--- src/rtl/rv_core_pkg.sv ---
// Shared RV32I core types: fetch FSM states, the canonical NOP and the
// major opcodes decoded by main control.
package rv_core_pkg;
    typedef enum logic [1:0] {IDLE, REQ, HOLD, ERR} fetch_state_t;

    localparam logic [31:0] NOP_INSN   = 32'h0000_0013;
    localparam logic [6:0]  OPC_RTYPE  = 7'b0110011;
    localparam logic [6:0]  OPC_ITYPE  = 7'b0010011;
    localparam logic [6:0]  OPC_LOAD   = 7'b0000011;
    localparam logic [6:0]  OPC_STORE  = 7'b0100011;
    localparam logic [6:0]  OPC_BRANCH = 7'b1100011;
    localparam logic [6:0]  OPC_JAL    = 7'b1101111;
    localparam logic [6:0]  OPC_LUI    = 7'b0110111;
endpackage

--- src/rtl/instr_fetch_unit_if.sv ---
// Fetch unit bundle: instruction-memory handshake plus the retire/redirect
// interface toward main control and execute.
interface instr_fetch_unit_if #(parameter int XLEN = 32);
    logic            imem_req_o;
    logic [XLEN-1:0] imem_addr_o;
    logic            imem_rvalid_i;
    logic [31:0]     imem_rdata_i;
    logic            instr_valid_o;
    logic            instr_ready_i;
    logic [31:0]     instr_o;
    logic [6:0]      opcode_o;
    logic [XLEN-1:0] pc_o;
    logic [XLEN-1:0] pc_plus4_o;
    logic            redirect_i;
    logic [XLEN-1:0] redirect_target_i;
    logic            fetch_err_o;

    modport master (
        output imem_req_o, imem_addr_o, instr_valid_o, instr_o, opcode_o,
               pc_o, pc_plus4_o, fetch_err_o,
        input  imem_rvalid_i, imem_rdata_i, instr_ready_i, redirect_i,
               redirect_target_i
    );

    modport slave (
        input  imem_req_o, imem_addr_o, instr_valid_o, instr_o, opcode_o,
               pc_o, pc_plus4_o, fetch_err_o,
        output imem_rvalid_i, imem_rdata_i, instr_ready_i, redirect_i,
               redirect_target_i
    );
endinterface

--- src/rtl/fetch_pc_reg.sv ---
// PC register with next-PC select on retire and a sticky misaligned-target
// error flag.
module fetch_pc_reg #(
    parameter int              XLEN     = 32,
    parameter logic [XLEN-1:0] RESET_PC = '0
) (
    input  logic            clk,
    input  logic            rst_n,
    input  logic            retire,
    input  logic            redirect,
    input  logic [XLEN-1:0] target,
    output logic [XLEN-1:0] pc,
    output logic [XLEN-1:0] pc_plus4,
    output logic            misaligned,
    output logic            err
);
    assign pc_plus4   = pc + XLEN'(4);
    assign misaligned = redirect && (target[1:0] != 2'b00);

    // A misaligned redirect freezes the PC at the offending instruction.
    always_ff @(posedge clk or negedge rst_n) begin
        if (!rst_n) begin
            pc  <= RESET_PC;
            err <= 1'b0;
        end else if (retire) begin
            if (misaligned)    err <= 1'b1;
            else if (redirect) pc  <= target;
            else               pc  <= pc_plus4;
        end
    end
endmodule

--- src/rtl/instr_fetch_unit.sv ---
// Non-speculative single-outstanding instruction fetch: request, hold the
// word until retire, then advance or redirect the PC.
module instr_fetch_unit
    import rv_core_pkg::*;
#(
    parameter int              XLEN     = 32,
    parameter logic [XLEN-1:0] RESET_PC = '0
) (
    input  logic                clk,
    input  logic                rst_n,
    instr_fetch_unit_if.master  bus
);
    fetch_state_t    state_q, state_d;
    logic [31:0]     instr_q;
    logic [XLEN-1:0] pc, pc_plus4;
    logic            retire, misaligned, err;

    assign retire = (state_q == HOLD) && bus.instr_ready_i;

    fetch_pc_reg #(.XLEN(XLEN), .RESET_PC(RESET_PC)) u_pc (
        .clk        (clk),
        .rst_n      (rst_n),
        .retire     (retire),
        .redirect   (bus.redirect_i),
        .target     (bus.redirect_target_i),
        .pc         (pc),
        .pc_plus4   (pc_plus4),
        .misaligned (misaligned),
        .err        (err)
    );

    always_ff @(posedge clk or negedge rst_n) begin
        if (!rst_n) begin
            state_q <= IDLE;
            instr_q <= NOP_INSN;
        end else begin
            state_q <= state_d;
            if (state_q == REQ && bus.imem_rvalid_i) instr_q <= bus.imem_rdata_i;
        end
    end

    always_comb begin
        state_d = state_q;
        case (state_q)
            IDLE:    state_d = REQ;
            REQ:     if (bus.imem_rvalid_i) state_d = HOLD;
            HOLD:    if (retire) state_d = misaligned ? ERR : REQ;
            ERR:     state_d = ERR;
            default: state_d = IDLE;
        endcase
    end

    // Outputs come only from registered state, never from imem_rdata_i.
    assign bus.imem_req_o    = (state_q == REQ);
    assign bus.imem_addr_o   = pc;
    assign bus.instr_valid_o = (state_q == HOLD);
    assign bus.instr_o       = bus.instr_valid_o ? instr_q : NOP_INSN;
    assign bus.opcode_o      = bus.instr_o[6:0];
    assign bus.pc_o          = pc;
    assign bus.pc_plus4_o    = pc_plus4;
    assign bus.fetch_err_o   = err;
endmodule
--- src/flat_wrapper.sv ---
// flat-port wrapper written by rule: the top's interface ports become plain ports
module instr_fetch_unit_flat import rv_core_pkg::*;
#(
    parameter int              XLEN     = 32,
    parameter logic [XLEN-1:0] RESET_PC = '0
)
  (clk, rst_n, bus_imem_req_o, bus_imem_addr_o, bus_instr_valid_o, bus_instr_o, bus_opcode_o, bus_pc_o, bus_pc_plus4_o, bus_fetch_err_o, bus_imem_rvalid_i, bus_imem_rdata_i, bus_instr_ready_i, bus_redirect_i, bus_redirect_target_i);
  instr_fetch_unit_if #(.XLEN(XLEN)) bus_i ();
  input  logic clk;
  input  logic rst_n;
  output wire logic [$bits(bus_i.imem_req_o)-1:0] bus_imem_req_o;
  output wire logic [$bits(bus_i.imem_addr_o)-1:0] bus_imem_addr_o;
  output wire logic [$bits(bus_i.instr_valid_o)-1:0] bus_instr_valid_o;
  output wire logic [$bits(bus_i.instr_o)-1:0] bus_instr_o;
  output wire logic [$bits(bus_i.opcode_o)-1:0] bus_opcode_o;
  output wire logic [$bits(bus_i.pc_o)-1:0] bus_pc_o;
  output wire logic [$bits(bus_i.pc_plus4_o)-1:0] bus_pc_plus4_o;
  output wire logic [$bits(bus_i.fetch_err_o)-1:0] bus_fetch_err_o;
  input wire logic [$bits(bus_i.imem_rvalid_i)-1:0] bus_imem_rvalid_i;
  input wire logic [$bits(bus_i.imem_rdata_i)-1:0] bus_imem_rdata_i;
  input wire logic [$bits(bus_i.instr_ready_i)-1:0] bus_instr_ready_i;
  input wire logic [$bits(bus_i.redirect_i)-1:0] bus_redirect_i;
  input wire logic [$bits(bus_i.redirect_target_i)-1:0] bus_redirect_target_i;
  assign bus_imem_req_o = bus_i.imem_req_o;
  assign bus_imem_addr_o = bus_i.imem_addr_o;
  assign bus_instr_valid_o = bus_i.instr_valid_o;
  assign bus_instr_o = bus_i.instr_o;
  assign bus_opcode_o = bus_i.opcode_o;
  assign bus_pc_o = bus_i.pc_o;
  assign bus_pc_plus4_o = bus_i.pc_plus4_o;
  assign bus_fetch_err_o = bus_i.fetch_err_o;
  assign bus_i.imem_rvalid_i = bus_imem_rvalid_i;
  assign bus_i.imem_rdata_i = bus_imem_rdata_i;
  assign bus_i.instr_ready_i = bus_instr_ready_i;
  assign bus_i.redirect_i = bus_redirect_i;
  assign bus_i.redirect_target_i = bus_redirect_target_i;
  instr_fetch_unit #(.XLEN(XLEN), .RESET_PC(RESET_PC)) u_core (.clk(clk), .rst_n(rst_n), .bus(bus_i));
endmodule
--- config.mk ---
export PLATFORM = sky130hd
export DESIGN_NAME = instr_fetch_unit_flat
export DESIGN_NICKNAME = d
export VERILOG_FILES = /design/src/rtl/rv_core_pkg.sv /design/src/rtl/instr_fetch_unit_if.sv /design/src/rtl/fetch_pc_reg.sv /design/src/rtl/instr_fetch_unit.sv /design/src/flat_wrapper.sv
export SDC_FILE = /design/constraint.sdc
export NUM_CORES = 1
export LEC_CHECK = 0
export ABC_AREA = 1
export CAP_MARGIN = 20
export CORE_MARGIN = 5
export CORE_UTILIZATION = 35
export DETAILED_ROUTE_END_ITERATION = 7
export HOLD_SLACK_MARGIN = 0.1
export PLACE_DENSITY_LB_ADDON = 0.05
export SETUP_SLACK_MARGIN = 0.2
export SLEW_MARGIN = 20
export SYNTH_ARGS = -nofsm -noshare
export SYNTH_HDL_FRONTEND = slang
export SYNTH_SLANG_ARGS = --single-unit
--- constraint.sdc ---
create_clock -name clk -period 1.75 [get_ports clk]
set_clock_uncertainty 0.05 [all_clocks]
set_input_delay 0.2625 -clock clk [delete_from_list [all_inputs] [get_ports clk]]
set_output_delay 0.2625 -clock clk [all_outputs]
set_load 0.05 [all_outputs]
After elaboration in Yosys (flattened, before gate mapping)
Index checks and enable logic that the tools add are counted.
{"block": "op_classes", "eq_ne": 5, "reduce_logical": 8, "mux": 6, "add_sub_neg": 1, "bitwise_logic": 1}
{"operator": "$mux W32", "count": 2}
{"operator": "$add A32 B3 Y32 const B", "count": 1}
{"operator": "$pmux W2 S4", "count": 1}
{"operator": "$mux W2", "count": 3}
{"operator": "$reduce_and A2 Y1", "count": 3}
{"operator": "$eq A2 B2 Y1 const B", "count": 2}
{"operator": "$logic_and A1 B1 Y1", "count": 3}
{"operator": "$eq A2 B1 Y1 const B", "count": 1}
{"operator": "$logic_not A2 Y1", "count": 1}
{"operator": "$ne A2 B1 Y1 const B", "count": 1}
{"operator": "$ne A2 B2 Y1 const B", "count": 1}
{"operator": "$reduce_bool A2 Y1", "count": 1}
{"operator": "$not A1 Y1", "count": 1}
{"block": "totals", "regBits": 67}

Depth between registers and ports, before layout
{"block": "depth", "word_depth": 5, "ltp_mapped": 10, "depth_no_buf": 10}

Modules after synthesis
A second synthesis with hierarchy kept.
{"block": "hier_totals", "cells_unflattened": 649, "hier_area_um2": 4555.6}
{"mod": "fetch_pc_reg", "cells_per_inst": 385, "area_each_um2": 2565.0, "instances": 1}
{"mod": "instr_fetch_unit", "cells_per_inst": 264, "area_each_um2": 1990.7, "instances": 1}

Worst setup path after synthesis
OpenSTA, ideal clock, no wires.
{"block": "synth_path", "kind": "register to register", "start": "register u_core.u_pc.pc[3]", "end": "register u_core.u_pc.pc[12]", "required_time_ns": 1.622, "period_less_slack_ns": 2.558, "t_arrival_ns": 2.430, "setup_ns": 0.078, "path_stages_with_launch": 8, "setup_slack_ns": -0.808, "path_cell_list": "dfrtp_1 > ha_1 > nand3_1 > nor2_2 > nand2_2 > xnor2_1 > nand2_1 > a21oi_1"}
{"block": "synth_via", "elab_chain_cells": 2}
{"item": "start: declaration", "line": "fetch_pc_reg.sv:12", "text": "output logic [XLEN-1:0] pc,"}
{"item": "start signal: assignment", "line": "fetch_pc_reg.sv:27", "text": "else if (redirect) pc <= target;"}
{"item": "start signal: assignment", "line": "fetch_pc_reg.sv:28", "text": "else pc <= pc_plus4;"}
{"item": "$add A32 B3 Y32", "line": "fetch_pc_reg.sv:17", "text": "assign pc_plus4 = pc + XLEN'(4);"}
{"item": "net bus_pc_plus4_o[12]", "line": "flat_wrapper.sv:17", "text": "output wire logic [$bits(bus_i.pc_plus4_o)-1:0] bus_pc_plus4_o;"}
{"item": "$mux W32", "line": "fetch_pc_reg.sv:27"}
The timed path passes the listed nets, and every way through them passes these cells.
A chain may end at the register's enable or synchronous reset.

Final worst setup path
{"block": "layout_path", "start": "register u_core.u_pc.pc[2]", "end": "output bus_pc_plus4_o[25]"}
{"block": "layout_via", "elab_chain_cells": 1}
{"item": "$add A32 B3 Y32", "line": "fetch_pc_reg.sv:17"}
{"item": "end: declaration", "line": "flat_wrapper.sv:17"}
No other way between the ends.

==> out/results.ini <==
[synthesis]
yosys_most_used_dff = dfrtp_1
yosysMostFrequentCell = nand2_1
ys_seq_area_share_pct = 39.4
synth_edf_count = 0
synth_top_area_cell = dfrtp_1
ys_seq_elements = 67
yosysTopAreaCellShare_pct = 37.5
synth-adder-area-share_pct = 0.293
synth_compound_area_share_pct = 9.62
synth_xor_area_share_pct = 1.44
synthSimpleGateAreaFrac_pct = 32.7
synth_top_family_by_area = simple AND/OR/NAND/NOR gates
ys_top_cells_by_count = 146 x nand2_1, 134 x nor2_1, 71 x inv_1, 64 x dfrtp_1, 46 x a21oi_1
syn-instance-count = 621
yosys_warnings = 0
syn_area_um2 = 4270
yosys.cell_types.count = 33
yosys-top-cells-area = dfrtp_1 38%, nand2_1 13%, nor2_1 12%
async_reset_ff_share_pct = 100
synth.area.mux_share_pct = 0.792
syn_nets = 691
syn_avg_cell_area_um2 = 6.87

[drt]
routed-wl-met2_mm = 8.75
route.detailed.drc = 0
drt-pass1-iter-count = 4
drt-met1-wl_mm = 6.26
vias = 4836
route.antenna.remaining_nets = 0
drt_iter0_drc = 253
top_layer = met4
avgRoutedWirePerCell_um = 15.8
drt_wl_total_mm = 16.1
wl_met3_um = 862
viasPerCell = 4.75

[cells_and_area]
antenna_cells = 0
multi_input_area_um2 = 3030
layout-drive-gt1-share_pct = 52.7
post-route-util_pct = 77.0
syn2layout_area_growth_pct = 116
fillers = 818
seq_area_um2 = 1690
nNetsFinal = 936
fin_area_um2 = 9210

[placed_design]
placed_cell_area_um2 = 7660
port_buffers = 206
dp_hpwl_mm = 11.5
gp_congestion = 0.850
pre_cts_ws_ps = -133

[floorplan]
fp-row-count = 40
die_w_um = 120
dieArea_um2 = 14500
design.core.area_um2 = 12000
die_h_um = 120
initial_core_util_pct = 35.7
pin_count = 207

[clock_network]
clk_latency_ps = 320
clock-sinks = 67
cts_tree = yes
numCtsBuffers = 9
cts_buffer_depth = 2
clk_pin_slew_ps = 60
cts_root_buf = clkbuf_16
htree_levels = 3

[power_and_ir_drop]
cellLeakagePower_nw = 4.17
power_density_nw_per_um2 = 2240
ir_drop_mv = 1.42

[setup_path]
timing_worst_setup_path_type = register to output pin
reg2reg_depth = 12
path_cells = buf_6, clkinvlp_4, nor2_4, nand2_4, nor2_4, nand2_2, nand2_2, nand2_4, buf_12
cp-start-kind = register
crit_arrival_ps = 1830
cp_data_required_time_ps = 1440
critical-path-max-stage-delay_ps = 390
crit_buf_inv = 3
cpMaxStageDelayCell = dfrtp_2
worstPathMaxFanout = 6
path_depth = 9
end_kind = output pin
crit_family = simple AND/OR/NAND/NOR gates

[global_route]
track_usage_pct = 21.5
grt_pass1_vias = 4927
antenna_found_initial = 0
grt_max_degree = 37
grt_pass1_wl_mm = 25.0
grt-ovfl-total = 0

[timing]
period_needed_ps = 2150
rsz0062_at_grt = true
hold_viol_final = 0
finalSetupViolCount = 34
hold_ws_ps = 360
tightest_slew_ps = 423
final_max_slew_viol_count = 0
setup_ws_ps = -396
relSlewSlack_pct = 71.8
max_freq_mhz = 466
post-route-period-util_pct = 123

[run_status]
status = finished, violations left
violations = negative setup slack

[min_path]
holdCritPathClass = input port to asynchronous set/reset pin

[job]
cap_viol_max_count = 0

==> cells in the final DEF, fill, tap and decap left out, types with 3 or more instances in the layout <==
master,Yosys,routed
a21oi_1,46,31
a21oi_2,4,17
buf_12,0,84
buf_16,0,7
buf_4,42,114
buf_6,0,12
buf_8,0,7
clkbuf_1,6,4
clkbuf_16,0,11
clkdlybuf4s50_1,0,67
dfrtp_1,64,59
dfrtp_2,0,5
dfstp_2,3,3
inv_1,71,64
inv_2,2,5
mux2_2,3,3
nand2_1,146,91
nand2_2,6,36
nand2_4,2,26
nand3_1,25,10
nand3_2,0,14
nor2_1,134,70
nor2_2,8,13
nor2_4,4,63
o21ai_1,2,5
o21ai_2,1,9
o22ai_2,0,3
or2_4,0,3
xor2_4,0,4
==> layout make-up <==
class	count	area share, %
flip-flops and latches	67	18.3
multi-input cells	421	32.9
repair buffers	294	40.2
inverters	73	3.15
clock inverters	2	0.652
clock buffers	14	2.76
well taps	147	2.00
==> through the flow <==
stage / std cells / total power [W] / TNS, ps
floorplan: 621 / 0.0114 / -9550
global placement: 971 / 0.0169 / -142
detailed placement: 971 / 0.0170 / -559
CTS: 1008 / 0.0202 / -8720
global route: 1018 / 0.0215 / -11530
finish: 1018 / 0.0206 / -8510
==> routing by layer <==
| layer | vias to the layer above | GRT usage (%) |
|---|---|---|
| met5 | - | 0 |
| met4 | 0 | 6.16 |
| met3 | 17 | 4.02 |
| met2 | 139 | 39.6 |
| met1 | 2313 | 25.3 |
| li1 | 2367 | - |
==> cells by family (layout without fill, tap and decap cells) <==
family                     count (synthesis)  after routing
adders and majority gates                  1              1
buffers and inverters                    134            383
DFF                                       67             67
muxes                                      3              3
AOI/OAI and AO/OA                         76             76
and+or+nand+nor                          333            334
xor gates and xnor gates                   7              7
==> final timing paths <==
check | from | to | slack, ps
setup / recovery | u_core.u_pc.pc[2] | bus_pc_plus4_o[25] | -400
hold / removal | rst_n | u_core.instr_q[2] | 360
setup reg to reg | u_core.u_pc.pc[2] | u_core.u_pc.pc[31] | -40
hold reg to reg | u_core.u_pc.err | u_core.u_pc.err | 420
max in group asynchronous | rst_n | u_core.u_pc.pc[14] | 750
min in group clk | u_core.u_pc.err | u_core.u_pc.err | 420
==> worst reg2reg max path, cell delays in order (launching register included) <==
cell	delay, ps
dfrtp_2	390
buf_6	110
clkinvlp_4	90
nor2_4	190
nand2_4	100
nor2_4	220
nand2_2	80
nand2_2	80
buf_4	110
buf_4	90
nand3_2	40
nand2_1	70
nand2_1	40
==> what timing repair did <==
action	in CTS	in global routing
pin swaps	23	39
hold buffers	1	0
endpoints found under the hold margin	25	0
setup endpoints to repair	97	127
gates cloned	8	1
setup buffers	12	9
resized for setup	152	77
==> sequential cells by signal, summed over array words and instances (netlist names) <==
name,count
u_core.u_pc.pc,32
u_core.state_q,2
u_core.u_pc.err,1
u_core.instr_q,32
==> where the power goes <==
part	switching, W	internal [W]
registers	0.000574	0.00233
logic	0.00936	0.00641
clock network	0.000635	0.00129
Note: power is estimated with default switching activity, not from simulation.
